### src/rtl/bsg_fsb_pkg.sv
// Shared types for the front side bus hop blocks.
package bsg_fsb_pkg;

   // Output source chosen by the hop-out arbiter each cycle.
   typedef enum logic [2:0] {
      e_src_idle,
      e_src_local_starved,
      e_src_fifo,
      e_src_ring,
      e_src_local
   } bsg_fsb_hop_src_e;

   // Pointer width that stays legal for a depth of one.
   function automatic int unsigned bsg_fsb_safe_clog2(input int unsigned n);
      return (n <= 1) ? 1 : $clog2(n);
   endfunction

endpackage

### src/rtl/bsg_front_side_bus_hop_out_arb_if.sv
// Bus bundle for one hop-out arbiter: ring input, local valid/yumi input and
// the registered output toward the next hop.
interface bsg_front_side_bus_hop_out_arb_if #(
   parameter int unsigned width_p    = 16,
   parameter int unsigned fifo_els_p = 2
) ();

   localparam int unsigned count_w_lp = $clog2(fifo_els_p + 1);

   logic [width_p-1:0]    ring_data_i;
   logic                  ring_v_i;
   logic [width_p-1:0]    local_data_i;
   logic                  local_v_i;
   logic                  local_yumi_o;
   logic [width_p-1:0]    data_o;
   logic                  v_o;
   logic [count_w_lp-1:0] fifo_count_o;

   // Traffic source side (upstream hop plus local node).
   modport master (
      output ring_data_i, ring_v_i, local_data_i, local_v_i,
      input  local_yumi_o, data_o, v_o, fifo_count_o
   );

   // Arbiter side.
   modport slave (
      input  ring_data_i, ring_v_i, local_data_i, local_v_i,
      output local_yumi_o, data_o, v_o, fifo_count_o
   );

endinterface

### src/rtl/bsg_front_side_bus_hop_out_skid.sv
// Skid FIFO holding ring beats displaced by a starved local grant.
// Circular buffer with arbitrary depth; enqueue and dequeue may coincide.
module bsg_front_side_bus_hop_out_skid
   import bsg_fsb_pkg::*;
#(
   parameter int unsigned width_p = 16,
   parameter int unsigned els_p   = 2
) (
   input  logic                         clk_i,
   input  logic                         reset_i,
   input  logic                         enq_i,
   input  logic [width_p-1:0]           data_i,
   input  logic                         deq_i,
   output logic [width_p-1:0]           data_o,
   output logic [$clog2(els_p+1)-1:0]   count_o
);

   localparam int unsigned ptr_w_lp = bsg_fsb_safe_clog2(els_p);
   localparam int unsigned cnt_w_lp = $clog2(els_p + 1);
   localparam logic [ptr_w_lp-1:0] last_ptr_lp = ptr_w_lp'(els_p - 1);

   logic [width_p-1:0]  mem_q [els_p];
   logic [width_p-1:0]  mem_d [els_p];
   logic [ptr_w_lp-1:0] wr_ptr_q, wr_ptr_d;
   logic [ptr_w_lp-1:0] rd_ptr_q, rd_ptr_d;
   logic [cnt_w_lp-1:0] count_q, count_d;

   // Next-state for storage, pointers (wrap at els_p) and occupancy.
   always_comb begin
      mem_d    = mem_q;
      wr_ptr_d = wr_ptr_q;
      rd_ptr_d = rd_ptr_q;
      count_d  = count_q;

      if (enq_i) begin
         mem_d[wr_ptr_q] = data_i;
         wr_ptr_d = (wr_ptr_q == last_ptr_lp) ? '0 : wr_ptr_q + 1'b1;
      end

      if (deq_i) begin
         rd_ptr_d = (rd_ptr_q == last_ptr_lp) ? '0 : rd_ptr_q + 1'b1;
      end

      unique case ({enq_i, deq_i})
         2'b10:   count_d = count_q + 1'b1;
         2'b01:   count_d = count_q - 1'b1;
         default: count_d = count_q;
      endcase
   end

   // State registers; reset discards any buffered beats.
   always_ff @(posedge clk_i or posedge reset_i) begin
      if (reset_i) begin
         for (int i = 0; i < int'(els_p); i++) begin
            mem_q[i] <= '0;
         end
         wr_ptr_q <= '0;
         rd_ptr_q <= '0;
         count_q  <= '0;
      end else begin
         mem_q    <= mem_d;
         wr_ptr_q <= wr_ptr_d;
         rd_ptr_q <= rd_ptr_d;
         count_q  <= count_d;
      end
   end

   assign data_o  = mem_q[rd_ptr_q];
   assign count_o = count_q;

endmodule

### src/rtl/bsg_front_side_bus_hop_out_arb.sv
// Hop-out arbiter: merges unthrottled ring traffic with local valid/yumi
// injections. A local request starved for max_wait_p cycles is granted and
// the colliding ring beat is parked in the skid FIFO, which always drains
// ahead of new ring beats so ring order is preserved. Output is registered.
module bsg_front_side_bus_hop_out_arb
   import bsg_fsb_pkg::*;
#(
   parameter int unsigned width_p    = 16,
   parameter int unsigned fifo_els_p = 2,
   parameter int unsigned max_wait_p = 8
) (
   input  logic                        clk_i,
   input  logic                        reset_i,
   bsg_front_side_bus_hop_out_arb_if.slave bus
);

   localparam int unsigned cnt_w_lp  = $clog2(fifo_els_p + 1);
   localparam int unsigned wait_w_lp = $clog2(max_wait_p + 1);
   localparam logic [cnt_w_lp-1:0]  fifo_els_lp = cnt_w_lp'(fifo_els_p);
   localparam logic [wait_w_lp-1:0] max_wait_lp = wait_w_lp'(max_wait_p);

   bsg_fsb_hop_src_e     src;
   logic                 starved;
   logic                 room;
   logic                 fifo_enq;
   logic                 fifo_deq;
   logic [width_p-1:0]   fifo_data;
   logic [cnt_w_lp-1:0]  fifo_count;
   logic                 yumi;

   logic [wait_w_lp-1:0] wait_q, wait_d;
   logic [width_p-1:0]   data_q, data_d;
   logic                 v_q, v_d;

   bsg_front_side_bus_hop_out_skid #(
      .width_p (width_p),
      .els_p   (fifo_els_p)
   ) skid (
      .clk_i   (clk_i),
      .reset_i (reset_i),
      .enq_i   (fifo_enq),
      .data_i  (bus.ring_data_i),
      .deq_i   (fifo_deq),
      .data_o  (fifo_data),
      .count_o (fifo_count)
   );

   assign starved = (wait_q == max_wait_lp);
   assign room    = (fifo_count < fifo_els_lp);

   // Priority source select, handshake, FIFO control and output next-state.
   always_comb begin
      src      = e_src_idle;
      yumi     = 1'b0;
      fifo_enq = 1'b0;
      fifo_deq = 1'b0;
      data_d   = data_q;
      v_d      = 1'b0;

      if (bus.local_v_i && starved && room) begin
         src = e_src_local_starved;
      end else if (fifo_count != '0) begin
         src = e_src_fifo;
      end else if (bus.ring_v_i) begin
         src = e_src_ring;
      end else if (bus.local_v_i) begin
         src = e_src_local;
      end

      unique case (src)
         e_src_local_starved: begin
            yumi     = 1'b1;
            fifo_enq = bus.ring_v_i;
            data_d   = bus.local_data_i;
            v_d      = 1'b1;
         end
         e_src_fifo: begin
            fifo_deq = 1'b1;
            fifo_enq = bus.ring_v_i;
            data_d   = fifo_data;
            v_d      = 1'b1;
         end
         e_src_ring: begin
            data_d = bus.ring_data_i;
            v_d    = 1'b1;
         end
         e_src_local: begin
            yumi   = 1'b1;
            data_d = bus.local_data_i;
            v_d    = 1'b1;
         end
         default: begin
            v_d = 1'b0;
         end
      endcase
   end

   // Wait counter: saturating count of consecutive ungranted local-valid cycles.
   always_comb begin
      wait_d = wait_q;
      if (!bus.local_v_i || yumi) begin
         wait_d = '0;
      end else if (wait_q != max_wait_lp) begin
         wait_d = wait_q + 1'b1;
      end
   end

   // Output and wait-counter registers.
   always_ff @(posedge clk_i or posedge reset_i) begin
      if (reset_i) begin
         wait_q <= '0;
         data_q <= '0;
         v_q    <= 1'b0;
      end else begin
         wait_q <= wait_d;
         data_q <= data_d;
         v_q    <= v_d;
      end
   end

   assign bus.local_yumi_o = yumi;
   assign bus.data_o       = data_q;
   assign bus.v_o          = v_q;
   assign bus.fifo_count_o = fifo_count;

endmodule

### src/flat_wrapper.sv
// flat-port wrapper written by rule: the top's interface ports become plain ports
module bsg_front_side_bus_hop_out_arb_flat import bsg_fsb_pkg::*;
#(
   parameter int unsigned width_p    = 16,
   parameter int unsigned fifo_els_p = 2,
   parameter int unsigned max_wait_p = 8
)
  (clk_i, reset_i, bus_ring_data_i, bus_ring_v_i, bus_local_data_i, bus_local_v_i, bus_local_yumi_o, bus_data_o, bus_v_o, bus_fifo_count_o);
  bsg_front_side_bus_hop_out_arb_if #(.width_p(width_p), .fifo_els_p(fifo_els_p)) bus_i ();
  input  logic clk_i;
  input  logic reset_i;
  input wire logic [$bits(bus_i.ring_data_i)-1:0] bus_ring_data_i;
  input wire logic [$bits(bus_i.ring_v_i)-1:0] bus_ring_v_i;
  input wire logic [$bits(bus_i.local_data_i)-1:0] bus_local_data_i;
  input wire logic [$bits(bus_i.local_v_i)-1:0] bus_local_v_i;
  output wire logic [$bits(bus_i.local_yumi_o)-1:0] bus_local_yumi_o;
  output wire logic [$bits(bus_i.data_o)-1:0] bus_data_o;
  output wire logic [$bits(bus_i.v_o)-1:0] bus_v_o;
  output wire logic [$bits(bus_i.fifo_count_o)-1:0] bus_fifo_count_o;
  assign bus_i.ring_data_i = bus_ring_data_i;
  assign bus_i.ring_v_i = bus_ring_v_i;
  assign bus_i.local_data_i = bus_local_data_i;
  assign bus_i.local_v_i = bus_local_v_i;
  assign bus_local_yumi_o = bus_i.local_yumi_o;
  assign bus_data_o = bus_i.data_o;
  assign bus_v_o = bus_i.v_o;
  assign bus_fifo_count_o = bus_i.fifo_count_o;
  bsg_front_side_bus_hop_out_arb #(.width_p(width_p), .fifo_els_p(fifo_els_p), .max_wait_p(max_wait_p)) u_core (.clk_i(clk_i), .reset_i(reset_i), .bus(bus_i));
endmodule
### config.mk
export PLATFORM = sky130hd
export DESIGN_NAME = bsg_front_side_bus_hop_out_arb_flat
export DESIGN_NICKNAME = d
export VERILOG_FILES = /design/src/rtl/bsg_fsb_pkg.sv /design/src/rtl/bsg_front_side_bus_hop_out_arb_if.sv /design/src/rtl/bsg_front_side_bus_hop_out_skid.sv /design/src/rtl/bsg_front_side_bus_hop_out_arb.sv /design/src/flat_wrapper.sv
export SDC_FILE = /design/constraint.sdc
export NUM_CORES = 1
export LEC_CHECK = 0
export ABC_AREA = 0
export ABC_CLOCK_PERIOD_IN_PS = 2300
export BUFFER_PORTS_ARGS = -buffer_cell sky130_fd_sc_hd__buf_4
export CAP_MARGIN = 20
export CELL_PAD_IN_SITES_DETAIL_PLACEMENT = 1
export CELL_PAD_IN_SITES_GLOBAL_PLACEMENT = 1
export CORE_ASPECT_RATIO = 0.9
export CORE_UTILIZATION = 39
export CTS_CLUSTER_SIZE = 24
export DETAILED_ROUTE_END_ITERATION = 7
export GPL_TIMING_DRIVEN = 0
export PLACE_DENSITY = 0.76
export SYNTH_ARGS = -nofsm -noshare
export SYNTH_HDL_FRONTEND = slang
export SYNTH_SLANG_ARGS = --single-unit
### constraint.sdc
create_clock -name clk_i -period 2.3 [get_ports clk_i]
set_input_delay 0.46 -clock clk_i [delete_from_list [all_inputs] [get_ports clk_i]]
set_output_delay 0.46 -clock clk_i [all_outputs]
set_load 0.02 [all_outputs]
; ---- Word level (Yosys, flattened, before mapping)
; Cells that the tools add are included.
[classes]
shifts = 0
n_eq_ne = 8
mul = 0
reduce_logical = 12
muxes = 20
bitwise = 2
n_addsub = 5
div_mod_pow = 0
order_cmp = 4
[ops]
columns = op, count
row1 = 16-bit 2-to-1 mux, 4
row2 = 16-bit one-hot mux with 3 select lines, 1
row3 = 32-bit bitwise mux, 1
row4 = 16-bit demux with 1-bit select, 1
row5 = 3-bit 2-to-1 mux, 4
row6 = 4-bit 2-to-1 mux, 2
row7 = "3-bit by 2-bit == test with 1-bit output, second input constant", 2
row8 = 1-bit 2-to-1 mux, 6
row9 = 2-bit nonzero test, 3
row10 = "4-bit by 1-bit adder with 4-bit output, second input constant", 1
row11 = "4-bit == test, second input constant", 1
row12 = "2-bit greater-or-equal comparator, second input constant", 2
row13 = "4-bit != test, second input constant", 1
row14 = 1-bit NOT with 2-bit output, 2
row15 = 2-bit one-hot mux with 2 select lines, 1
row16 = 2-bit OR reduction, 2
row17 = 4-bit OR reduction, 1
row18 = "3-bit by 1-bit == test with 1-bit output, second input constant", 1
row19 = "3-bit == test, second input constant", 1
row20 = 1-bit logical AND, 3
row21 = 3-bit nonzero test, 1
row22 = "1-bit adder, second input constant", 2
row23 = "2-bit by 1-bit adder with 2-bit output, second input constant", 1
row24 = "2-bit by 1-bit == test with 1-bit output, second input constant", 1
row25 = other kinds (6), 6
[word_totals]
latchBits = 0
word_cells = 59
rom_bits = 0
ram_bits = 0
in_bits = 36
out_inout_bits = 20
reg_bits = 57
memories = 0

; ---- Logic depth before layout (Yosys ltp)
[logic_depth]
depth_word = 9
depth_mapped = 10

; ---- By module
; Synthesis repeated with hierarchy kept, for this count alone.
[unflattened]
cells_unflattened = 239
area_unflattened_um2 = 2813.9
[modules_own_cells]
columns = mod, cells_per_inst, area_each_um2, instances
row1 = bsg_front_side_bus_hop_out_skid, 99, 1559.0, 1
row2 = bsg_front_side_bus_hop_out_arb, 140, 1255.0, 1

; ---- Worst setup path before layout
; Ideal clock, no wire load.
[synth_timing]
kind = register -> register
start = register u_core.wait_q[0]
end = register u_core.skid.count_q[1], in the netlist u_core.skid.count_o[1]
setup_ps = 80
n_path_buf = 1
required_ps = 2220
path_slack_ps = 103
stages_incl_launch_ff = 10
arrival_time_ps = 2117
path_cell_list = dfrtp_1 inv_1 ha_1 nand3b_4 nor3b_2 clkbuf_1 nor2_1 ha_1 nor2_1 xor2_1
[synth_between]
elab_chain_len = 9
[synth_lines]
columns = element, line
row1 = "start, declared", bsg_front_side_bus_hop_out_arb.sv:31  ; logic [wait_w_lp-1:0] wait_q, wait_d;
row2 = "start signal, assigned", bsg_front_side_bus_hop_out_arb.sv:115  ; wait_q <= wait_d;
row3 = 4-bit == test *, bsg_front_side_bus_hop_out_arb.sv:48  ; assign starved = (wait_q == max_wait_lp);
row4 = 1-bit logical AND * (2 in series), bsg_front_side_bus_hop_out_arb.sv:60  ; if (bus.local_v_i && starved && room) begin
row5 = 3-bit 2-to-1 mux *, bsg_front_side_bus_hop_out_arb.sv:60
row6 = 3-bit by 1-bit == test with 1-bit output or 3-bit by 2-bit == test with 1-bit output (tied branches), bsg_front_side_bus_hop_out_arb.sv:70  ; unique case (src)
row7 = 2-bit OR reduction (no line), -
row8 = 1-bit 2-to-1 mux, bsg_front_side_bus_hop_out_arb.sv:70
row9 = 2-bit by 1-bit == test with 1-bit output or 2-bit == test (tied branches), bsg_front_side_bus_hop_out_skid.sv:44  ; unique case ({enq_i, deq_i})
row10 = 2-bit one-hot mux with 2 select lines or 2-bit nonzero test (tied branches), -
row11 = "end signal, assigned", bsg_front_side_bus_hop_out_skid.sv:64  ; count_q <= count_d;
row12 = "end, declared", bsg_front_side_bus_hop_out_skid.sv:26  ; logic [cnt_w_lp-1:0] count_q, count_d;
; Every way passes the cells marked *; elsewhere a longest branch is shown, timed or not.
; A chain may end at the register's enable or synchronous reset.

; ---- Worst setup path in the final report
[layout_timing]
start = register u_core.wait_q[1]
end = register u_core.skid.mem_q[20] (netlist bit)
[layout_between]
elab_chain_len = 7
[layout_lines]
columns = element, line
row1 = 4-bit == test *, bsg_front_side_bus_hop_out_arb.sv:48
row2 = 1-bit logical AND * (2 in series), bsg_front_side_bus_hop_out_arb.sv:60
row3 = 3-bit 2-to-1 mux *, bsg_front_side_bus_hop_out_arb.sv:60
row4 = 3-bit by 1-bit == test with 1-bit output or 3-bit by 2-bit == test with 1-bit output (tied branches), bsg_front_side_bus_hop_out_arb.sv:70
row5 = 2-bit OR reduction (no line) *, -
row6 = 1-bit 2-to-1 mux *, bsg_front_side_bus_hop_out_arb.sv:70
row7 = "end signal, assigned", bsg_front_side_bus_hop_out_skid.sv:61  ; mem_q <= mem_d;
row8 = "end, declared", bsg_front_side_bus_hop_out_skid.sv:22  ; logic [width_p-1:0] mem_q [els_p];
; Marked as above.

==> out/results.tsv <==
stage	metric	value	unit
status	status	completed	
worst_setup_path	Worst setup SP type	flop	
sta	Sum Neg Setup Slack	0	ns
placement	Inst Count DP	378	
placement	Cell Area, Placed	3390	µm²
sta	Tmin final	2.23	ns
final_layout	Finished Core Util	0.535	
detailed_routing	DR iter-0 viols	70	
final_layout	cell area after layout	3760	µm²
worst_setup_path	Max FO, Critical Path	10	
clock_tree	CTS sink cnt	57	
detailed_routing	WL final	7210	µm
sta	setup ws final	0.0705	ns
worst_setup_path	worst endpoint data arrival time	2.46	ns
sta	Max Clock Freq	449	MHz
power	Psw	1.90	mW
clock_tree	Max clock buf depth	2	
floorplanning	placeable core area	7040	µm²
worst_setup_path	Worst EP required	2.53	ns
power	Leakage	1.73	nW
floorplanning	num rows	29	
global_route	initial antenna violation count	0	
detailed_routing	vias per inst	5.19	
worst_setup_path	reg2reg start	u_core.wait_q[1]$_DFFE_PP0P_	
sta	Slew Limit Headroom	0.540	
detailed_routing	DRC Markers	0	
clock_tree	clk root buf	clkbuf_8	
yosys	Mapped Area	2840	µm²
floorplanning	initial core utilization	0.404	
placement	placer congestion estimate	0.727	
clock_tree	CTS tree	built	
floorplanning	Ports	56	
final_layout	Final #Nets	350	
yosys	async set-reset flop share out of synthesis	1.00	
final_layout	Post-Layout Cell Count	409	
yosys	area share of the largest cell type after synthesis	0.502	
floorplanning	die area	7640	µm²
placement	hpwl dp	4790	µm
yosys	Post-synth top flop	dfrtp_1	
clock_tree	CTS clock-pin slew for the worst setup and hold paths	0.08	ns
clock_tree	Clock Latency Late Sink	0.35	ns
placement	Setup WS pre-CTS	-0.471	ns
sta	Worst Tran Pin Value	0.690	ns
worst_setup_path	WS Path Type	reg2reg	
yosys	Yosys Warn Count	0	
power	share of total power consumed by net switching	0.349	
worst_setup_path	CP max stage delay	0.39	ns
yosys	syn_area_per_cell	12.4	µm²
global_route	All-Layer GR Usage	0.209	
sta	period utilization	0.969	
worst_setup_path	Reg2Reg Depth	9	
final_layout	layout cell share with drive strength beyond 1	0.491	
yosys	EDFF count, synth	0	
yosys	Synth cell types	30	
worst_setup_path	slowest CP cell	dfrtp_1	
run	Max-Cap Viols	0	
final_layout	fillers	767	
sta	WHS	0.200	ns
detailed_routing	Post-DRT Antenna Nets	0	
global_route	vias in the first global route	2310	
yosys	post-synthesis instance total	229	
final_layout	Area Overhead vs Synth	32.4	%
floorplanning	die height	83.0	µm
placement	I/O Buffers	55	
detailed_routing	total number of vias	2121	
sta	unrepaired setup endpoints after global routing	false	
floorplanning	Die X	92.0	µm
power	PnR Total Power	5.43	mW
detailed_routing	post-DR wirelength/cell	17.6	µm
power	sequential share of power	0.333	
global_route	first-pass GRT wire length	12100	µm
clock_tree	total CTS buffers	9	
final_layout	most frequent cells in the layout	70 x buf_4, 57 x dfrtp_1, 27 x mux2_2	
sta	Final setup viols	0	
hold_path	Hold WC Path Type	in2async	
final_layout	most common cell after layout, fill and taps aside	buf_4	
power	PD cells	1440	nW/µm²
yosys	post-synth net total	268	
power	Internal	3.54	mW
global_route	Congestion Overflow GR	0	
yosys	Yosys reg bits	57	
yosys	leading area contributor after synthesis	dfrtp_1	
final_layout	# diodes	0	
worst_setup_path	crit end category	flop	
worst_setup_path	Reg2Reg Setup Slack	0.07	ns
power	Comb power frac	0.480	
worst_setup_path	crit-path cells	inv_2, ha_4, nand3b_4, or3b_1, buf_6, buf_4, a21oi_4, buf_12, mux2_4	
detailed_routing	Pre-antenna DRT Iters	6	
worst_setup_path	Buf+Inv Stages, Crit Path	4	
worst_setup_path	worst r2r dst	u_core.skid.mem_q[20]$_DFFE_PP0P_	
worst_setup_path	family with the most delay on the worst path	buffers and inverters	
clock_tree	CTS HTree Levels	3	
global_route	largest net degree at the start of global routing	30	
power	VDD IR max	0.638	mV
sta	Max Slew Vio Count	0	
yosys	register area share after synthesis	0.502	
sta	Hold Vio Cnt, Final	0	
yosys	Area contributors post-synth	dfrtp_1 50%, mux2_2 11%, mux2_4 11%	
sta	Worst Skew	0.0128	ns
power	clock share of power	0.188	
-- repair_timing --
action                     in CTS  in global routing
pin swaps                       4                  2
buffers inserted               12                  4
setup endpoints to repair      32                 11
gates resized for setup        14                  2
hold buffers                    0                  0
-- power by group through the flow --
stage               clock, mW  combinational (mW)  sequential, mW
floorplan                   0                1.66            1.93
global route             1.09                2.83            1.86
global placement            0                2.44            1.79
detailed placement          0                2.50            1.81
CTS                      1.03                2.61            1.80
finish                   1.02                2.61            1.81
-- how the worst max path moves through the flow --
| stage | cells past startpoint | end | slack (ns) | start |
|---|---|---|---|---|
| after floorplan | 9 | u_core.skid.count_o[1]$_DFFE_PP0P_ | 0.10 | u_core.wait_q[0]$_DFFE_PP0P_ |
| after global placement | 9 | u_core.skid.count_o[1]$_DFFE_PP0P_ | -0.47 | u_core.wait_q[0]$_DFFE_PP0P_ |
| after detailed placement | 9 | u_core.skid.count_o[1]$_DFFE_PP0P_ | -0.47 | u_core.wait_q[0]$_DFFE_PP0P_ |
| after CTS | 8 | bus_local_yumi_o | -0.004 | u_core.wait_q[1]$_DFFE_PP0P_ |
| after global routing | 7 | bus_local_yumi_o | 0.001 | u_core.wait_q[1]$_DFFE_PP0P_ |
| final | 9 | u_core.skid.mem_q[20]$_DFFE_PP0P_ | 0.07 | u_core.wait_q[1]$_DFFE_PP0P_ |
-- registers in the layout (all words and copies together), names as in the netlist --
name and flops:
u_core.bus.v_o 1, u_core.skid.count_o 2, u_core.wait_q 4, u_core.bus.data_o 16
u_core.skid.mem_q 32, u_core.skid.rd_ptr_q 1, u_core.skid.wr_ptr_q 1
-- Yosys cell counts, types with 2 or more instances --
| library cell | count |
|---|---|
| a211oi_1 | 2 |
| a21oi_1 | 17 |
| a21oi_4 | 2 |
| a221o_1 | 15 |
| buf_12 | 2 |
| buf_2 | 4 |
| clkbuf_1 | 6 |
| dfrtp_1 | 57 |
| ha_1 | 3 |
| inv_1 | 6 |
| mux2_2 | 27 |
| mux2_4 | 20 |
| mux2i_1 | 2 |
| nand2_1 | 19 |
| nand3_1 | 16 |
| nor2_1 | 9 |
| o21ai_0 | 2 |
| o22ai_1 | 3 |
| xnor2_1 | 4 |
| xor2_1 | 3 |
-- cell families (layout without fill, tap and decap cells) --
group	count (synthesis)	in the layout	share of synthesized area
multiplexers	49	49	0.220
flip-flops	57	57	0.502
adder cells (fa/ha/maj)	3	3	0.0132
XOR/XNOR	7	7	0.0216
AND/OR/NAND/NOR	52	52	0.0920
AO/OA/AOI/OAI	41	41	0.110
buffers and inverters	20	107	0.0423
-- layer usage --
metal	GRT usage	up-vias	wire length (µm)
li1	-	988	-
met1	0.273	1071	3260
met2	0.326	55	3530
met3	0.0824	7	375
met4	0.0526	0	57
met5	0	-	0
-- cell type report --
cell class / instances / area (µm²) / area share
Buffer: 13 / 96.3 / 0.0256
Clock buffer: 12 / 165 / 0.0439
Clock inverter: 4 / 50.0 / 0.0133
Inverter: 6 / 22.5 / 0.00598
Multi-Input combinational cell: 152 / 1330 / 0.354
Sequential cell: 57 / 1430 / 0.379
Tap cell: 93 / 116 / 0.0309
Timing Repair Buffer: 72 / 557 / 0.148
Power figures use the tool's default switching activity.
